## src/rtl/disp_scan_ctrl.sv

```systemverilog
// Four-digit common-anode seven-segment scanner with frame-aligned
// double-buffered value/dp/blank registers and registered decode.
module disp_scan_ctrl #(
    parameter int TICK_DIV = 100000
) (
    input  logic        clk,
    input  logic        rst,
    input  logic        E,
    input  logic        load,
    input  logic [15:0] value,
    input  logic [3:0]  dp,
    input  logic [3:0]  blank,
    output logic [3:0]  AN,
    output logic [7:0]  SEGMENT,
    output logic [1:0]  scan,
    output logic        frame_done
);

    localparam int PW = (TICK_DIV > 2) ? $clog2(TICK_DIV) : 1;
    localparam logic [PW-1:0] PMAX = PW'(TICK_DIV - 1);

    logic [PW-1:0] presc_q, presc_d;
    logic [1:0]    scan_q, scan_d;
    logic          frame_done_q, frame_done_d;
    logic [15:0]   act_val_q, act_val_d;
    logic [3:0]    act_dp_q, act_dp_d;
    logic [3:0]    act_bl_q, act_bl_d;
    logic [15:0]   pnd_val_q, pnd_val_d;
    logic [3:0]    pnd_dp_q, pnd_dp_d;
    logic [3:0]    pnd_bl_q, pnd_bl_d;
    logic          pend_q, pend_d;
    logic [3:0]    an_q, an_d;
    logic [7:0]    seg_q, seg_d;

    logic       tick;
    logic       wrap;
    logic       commit;
    logic       lit;
    logic [3:0] digit;

    function automatic logic [6:0] hex7(input logic [3:0] h);
        logic [6:0] s;
        case (h)
            4'h0: s = 7'h40;
            4'h1: s = 7'h79;
            4'h2: s = 7'h24;
            4'h3: s = 7'h30;
            4'h4: s = 7'h19;
            4'h5: s = 7'h12;
            4'h6: s = 7'h02;
            4'h7: s = 7'h78;
            4'h8: s = 7'h00;
            4'h9: s = 7'h10;
            4'hA: s = 7'h08;
            4'hB: s = 7'h03;
            4'hC: s = 7'h46;
            4'hD: s = 7'h21;
            4'hE: s = 7'h06;
            default: s = 7'h0E;
        endcase
        return s;
    endfunction

    always_comb begin
        tick = E && (presc_q == PMAX);
        wrap = tick && (scan_q == 2'd3);

        presc_d = (!E || tick) ? '0 : presc_q + 1'b1;
        scan_d  = !E ? 2'd0 : (tick ? scan_q + 2'd1 : scan_q);
        frame_done_d = wrap;

        // Commit sees the old pending copy even if load arrives this cycle.
        commit   = pend_q && (wrap || !E);
        act_val_d = commit ? pnd_val_q : act_val_q;
        act_dp_d  = commit ? pnd_dp_q  : act_dp_q;
        act_bl_d  = commit ? pnd_bl_q  : act_bl_q;

        pnd_val_d = load ? value : pnd_val_q;
        pnd_dp_d  = load ? dp    : pnd_dp_q;
        pnd_bl_d  = load ? blank : pnd_bl_q;
        pend_d    = load ? 1'b1 : (commit ? 1'b0 : pend_q);

        digit = act_val_q[{scan_q, 2'b00} +: 4];
        lit   = E && !act_bl_q[scan_q];
        an_d  = lit ? ~(4'b0001 << scan_q) : 4'hF;
        seg_d = lit ? {~act_dp_q[scan_q], hex7(digit)} : 8'hFF;
    end

    always_ff @(posedge clk) begin
        if (rst) begin
            presc_q      <= '0;
            scan_q       <= 2'd0;
            frame_done_q <= 1'b0;
            act_val_q    <= 16'h0;
            act_dp_q     <= 4'h0;
            act_bl_q     <= 4'h0;
            pnd_val_q    <= 16'h0;
            pnd_dp_q     <= 4'h0;
            pnd_bl_q     <= 4'h0;
            pend_q       <= 1'b0;
            an_q         <= 4'hF;
            seg_q        <= 8'hFF;
        end else begin
            presc_q      <= presc_d;
            scan_q       <= scan_d;
            frame_done_q <= frame_done_d;
            act_val_q    <= act_val_d;
            act_dp_q     <= act_dp_d;
            act_bl_q     <= act_bl_d;
            pnd_val_q    <= pnd_val_d;
            pnd_dp_q     <= pnd_dp_d;
            pnd_bl_q     <= pnd_bl_d;
            pend_q       <= pend_d;
            an_q         <= an_d;
            seg_q        <= seg_d;
        end
    end

    assign AN         = an_q;
    assign SEGMENT    = seg_q;
    assign scan       = scan_q;
    assign frame_done = frame_done_q;

endmodule

```

## config.mk

```make
export PLATFORM = sky130hd
export DESIGN_NAME = disp_scan_ctrl
export DESIGN_NICKNAME = d
export VERILOG_FILES = /design/src/rtl/disp_scan_ctrl.sv
export SDC_FILE = /design/constraint.sdc
export NUM_CORES = 1
export LEC_CHECK = 0
export ABC_AREA = 1
export BUFFER_PORTS_ARGS = -buffer_cell sky130_fd_sc_hd__buf_2
export CAP_MARGIN = 20
export CORE_MARGIN = 5
export CORE_UTILIZATION = 57
export CTS_CLUSTER_DIAMETER = 150
export DETAILED_ROUTE_END_ITERATION = 7
export PLACE_DENSITY_LB_ADDON = 0.3
export SLEW_MARGIN = 20
export SYNTH_ARGS = -nofsm -noshare
export SYNTH_HDL_FRONTEND = slang
export SYNTH_SLANG_ARGS = --single-unit
export TNS_END_PERCENT = 100
```

## constraint.sdc

```tcl
create_clock -name clk -period 2.55 [get_ports clk]
set_clock_uncertainty 0.1 [all_clocks]
set_input_delay 0.51 -clock clk [delete_from_list [all_inputs] [get_ports clk]]
set_output_delay 0.51 -clock clk [all_outputs]
set_load 0.02 [all_outputs]
```

==> results.txt <==
- Kind of critical path: reg2reg
* Largest fanout of any net on the critical path: 12
- The number of antenna diodes in the final layout is 0.
- Min cycle time layout: a little under 2 ns
- The share of the Yosys chip area taken by registers is 45.4%.
* Number of antenna violations at the first check in global routing: 0
* Final slew viol count: 0
- Seq. cell area: 0.00162 sq mm
- H-tree depth reported by CTS: 3
- The clock reaches the later pin of the worst-skew pair after 0.35 ns.
- Buffers added to address setup during post-CTS repair amount to 0.
- The root buffer cell chosen for the clock tree is clkbuf_8.
- After floorplanning, the core was sized to cover 0.00599 sq mm.
- The floorplan has 28 rows.
- Data arrives at the worst endpoint at 2.12 ns.
- After clock tree synthesis, the flow added hold-fix buffers numbering 0.
* Fill cell count: 498
- Met3 WL post-DR: 395 um
* Crit path cell chain: inv_1, nand3_1, nand2_1, inv_1, ha_1, inv_1, o311ai_0
- Total vias in the final route: about 3100
* Total nets after synthesis: roughly 530
- Adding up every negative setup slack in the final design gives 0 ns.
- The path class of the tightest hold or removal check is in2reg.
- Number of DRC markers in iteration 0: between 200 and 250
- Required arrival time at the worst endpoint: 2.69 ns
* Fraction of power consumed by the clock network: approximately two fifths
- Top cells by count, synth: nand2_1, dfxtp_1, a21oi_1, nor2_1, inv_1
- The number of hold violations in the final report is 0.
* TritonCTS clock tree: yes
- After synthesis, the mean cell area works out to 7.34 sq um.
* Fraction of power consumed by sequential logic: approximately 50%
- Top-Level Pins: 43
- Number of synthesized flops with an enable pin: 0
- In this run, post-CTS repair resized a total of 0 instances.
- In this design, the critical path's most frequently occurring cell is inv_1.
- DRC Markers: 0
- Area taken by multi-input logic gates: between 0.0015 and 0.002 sq mm
- Synth async-reset ratio: 0%
- Full die area: 0.00795 sq mm
* Number of nets in the final layout: 561
* Wire length of the first global-routing pass: 12400 um
- Top-area cell type share of the netlist area: between 40% and 50%
- Startpoint type of the worst setup path: flop
- Die boundary width: 89.2 um
- Biggest cell delay along the critical path: between 0.5 and 0.6 ns
- Final setup violation count: 0
- The mapped netlist covers 0.00357 sq mm.
- In this run the power spent charging and discharging nets is between 600 and 700 uW.
* Initial Utilization: 59.6%
- Internal power contribution: 2.07 mW
* Post-route met1 wirelength: 3250 um
- CTS saw 81 sinks.
* Cell variety after synth: 30
- Total detailed-routing wirelength: around 7000 um
- Die boundary height: 89.2 um
* Fraction of power consumed by combinational cells: slightly below 9%
* Switch share: 23.5%
* FMAX: a little over 500 MHz
- Setup repair after global routing left no endpoint under its margin.
* Antenna Violating Nets Remaining: 0
* Final cycle utilization of the critical path: between 70% and 80%
* Yosys synthesis warning count: 0
* Leading post-synthesis cells by cell area: dfxtp_1, nand2_1, a21oi_1, nand3_1, nor2_1
- Transition time at the pin with the least slew margin: 0.458 ns
- Number of max-capacitance violations reported: 0
- Dpl hpwl: 4950 um
* Most instantiated library cell after synthesis: nand2_1
- The flow ran to the end, and the final reports show no timing, DRC or antenna violations.
- Placer Congestion: 0.861
- After detailed routing, the met2 layer carries 3220 um of wire.
* Most frequently used flop master after synthesis: dfxtp_1
- Slowest cell on the critical path: dfxtp_1
- The cell count after synthesis came out at 487.
- The number of global-route vias before repair is 2913.
- The worst setup path is captured at a flop.
- The first detailed-routing pass ran for 4 iterations.
* Area grow syn2layout: 13.5%
- LEAKAGE: 1.71 nW
- Non-Filler Instances: about 600
- Buffers inserted during clock tree synthesis total 9.
- Number of buffers inserted by port buffering: 42
- The worst-case IR drop observed on VDD is approximately 500 uV.
* Rel. slew slack: 69.5%
* Largest net degree at the start of global routing: 50
* GRT overflow: 0
* Wire length per cell: 11.7 um
- The largest total area in the synthesized netlist belongs to dfxtp_1.
- No sink is reached through more buffers than the 2 on the longest clock path.
* Ratio of cells with drive above 1 in the final layout: 13.7%
* Worst hold slack after final layout: 0.296 ns
* Highest signal layer in the routed design: met4
* Power per cell area: 667 mW/mm^2
- Synthesis inferred 81 register bits.
- Power comes to 2.70 mW.
- Clock transition at the registers of the reported paths: 0.08 ns
- The number of placed instances, taps included, is 586.
- After detailed routing, the number of vias per cell comes to between 5 and 6.
- Overall Global Routing Usage: about a fifth
-- layer usage --
layer  global-route usage [%]  vias to the layer above
met1                     25.2                     1374
met2                     31.4                       79
met5                        0                        -
met3                     4.52                       17
li1                         -                     1638
met4                     9.61                        0
-- final cells by class --
cell class | instances | area share (%)
flip-flops and latches | 81 | 40.0
multi-input cells | 323 | 39.5
repair buffers | 49 | 6.79
inverters | 58 | 5.37
clock buffers | 10 | 3.15
clock inverters | 6 | 2.87
well taps | 75 | 2.31
-- through the flow --
step	worst slack, ns	utilization (%)	cell area [sq um]
after floorplan	0.577	-	3570
after global placement	0.717	63.6	3810
final	0.567	67.7	4050
after CTS	0.579	67.7	4050
after global routing	0.307	67.7	4050
after detailed placement	0.593	63.6	3810
-- kinds of logic (layout without fill, tap and decap cells) --
group | count (synthesis) | in the layout | share of synthesized area, %
DFF | 81 | 81 | 45.4
xor gates and xnor gates | 3 | 3 | 0.736
and+or+nand+nor | 203 | 203 | 24.6
adders and majority gates | 11 | 11 | 3.85
AOI/OAI and AO/OA | 106 | 106 | 15.6
buffers and inverters | 83 | 123 | 9.77
-- placed cells by master (no fill, tap or decap), types with 2 or more instances in the layout --
master / n
nand2_1: 86
dfxtp_1: 81
a21oi_1: 61
nor2_1: 57
inv_1: 56
nand3_1: 46
buf_2: 42
o21ai_0: 39
ha_1: 11
clkbuf_8: 9
buf_4: 6
nand4_1: 4
xor2_1: 3
bufinv_16: 3
clkinv_4: 3
o311ai_0: 2
nor3_2: 2
nor3b_1: 2
-- power groups by stage --
| stage | clock [mW] | sequential (mW) | combinational, mW |
|---|---|---|---|
| 2_1_floorplan | 0 | 1.38 | 0.169 |
| 3_3_place_gp | 0 | 1.37 | 0.233 |
| 3_5_place_dp | 0 | 1.37 | 0.241 |
| 4_1_cts | 1.14 | 1.35 | 0.243 |
| 5_1_grt | 1.20 | 1.35 | 0.281 |
| 6_report | 1.12 | 1.35 | 0.241 |
-- sequential cells by signal, indices dropped and copies added, names as in the netlist --
name,cells
frame_done,1
act_bl_q,4
pnd_dp_q,4
pnd_val_q,16
act_dp_q,4
scan,2
presc_q,17
pend_q,1
SEGMENT,8
act_val_q,16
pnd_bl_q,4
AN,4
-- worst max-delay path, delay by kind of cell, from the launching register on --
family,cells,cell delay [ns]
AO/OA/AOI/OAI,1,0.31
adder cells (fa/ha/maj),1,0.18
buffers and inverters,3,0.41
flip-flops,1,0.58
AND/OR/NAND/NOR,2,0.30
-- path summary, 6_finish.rpt --
check / from / endpoint / slack, ns / cells past startpoint
setup / recovery: scan[1] / SEGMENT[5] / 0.57 / 7
hold / removal: rst / pend_q / 0.30 / 2
setup reg to reg: scan[1] / SEGMENT[5] / 0.57 / 7
hold reg to reg: presc_q[0] / presc_q[0] / 0.35 / 1
(Power assumes the default switching activity.)
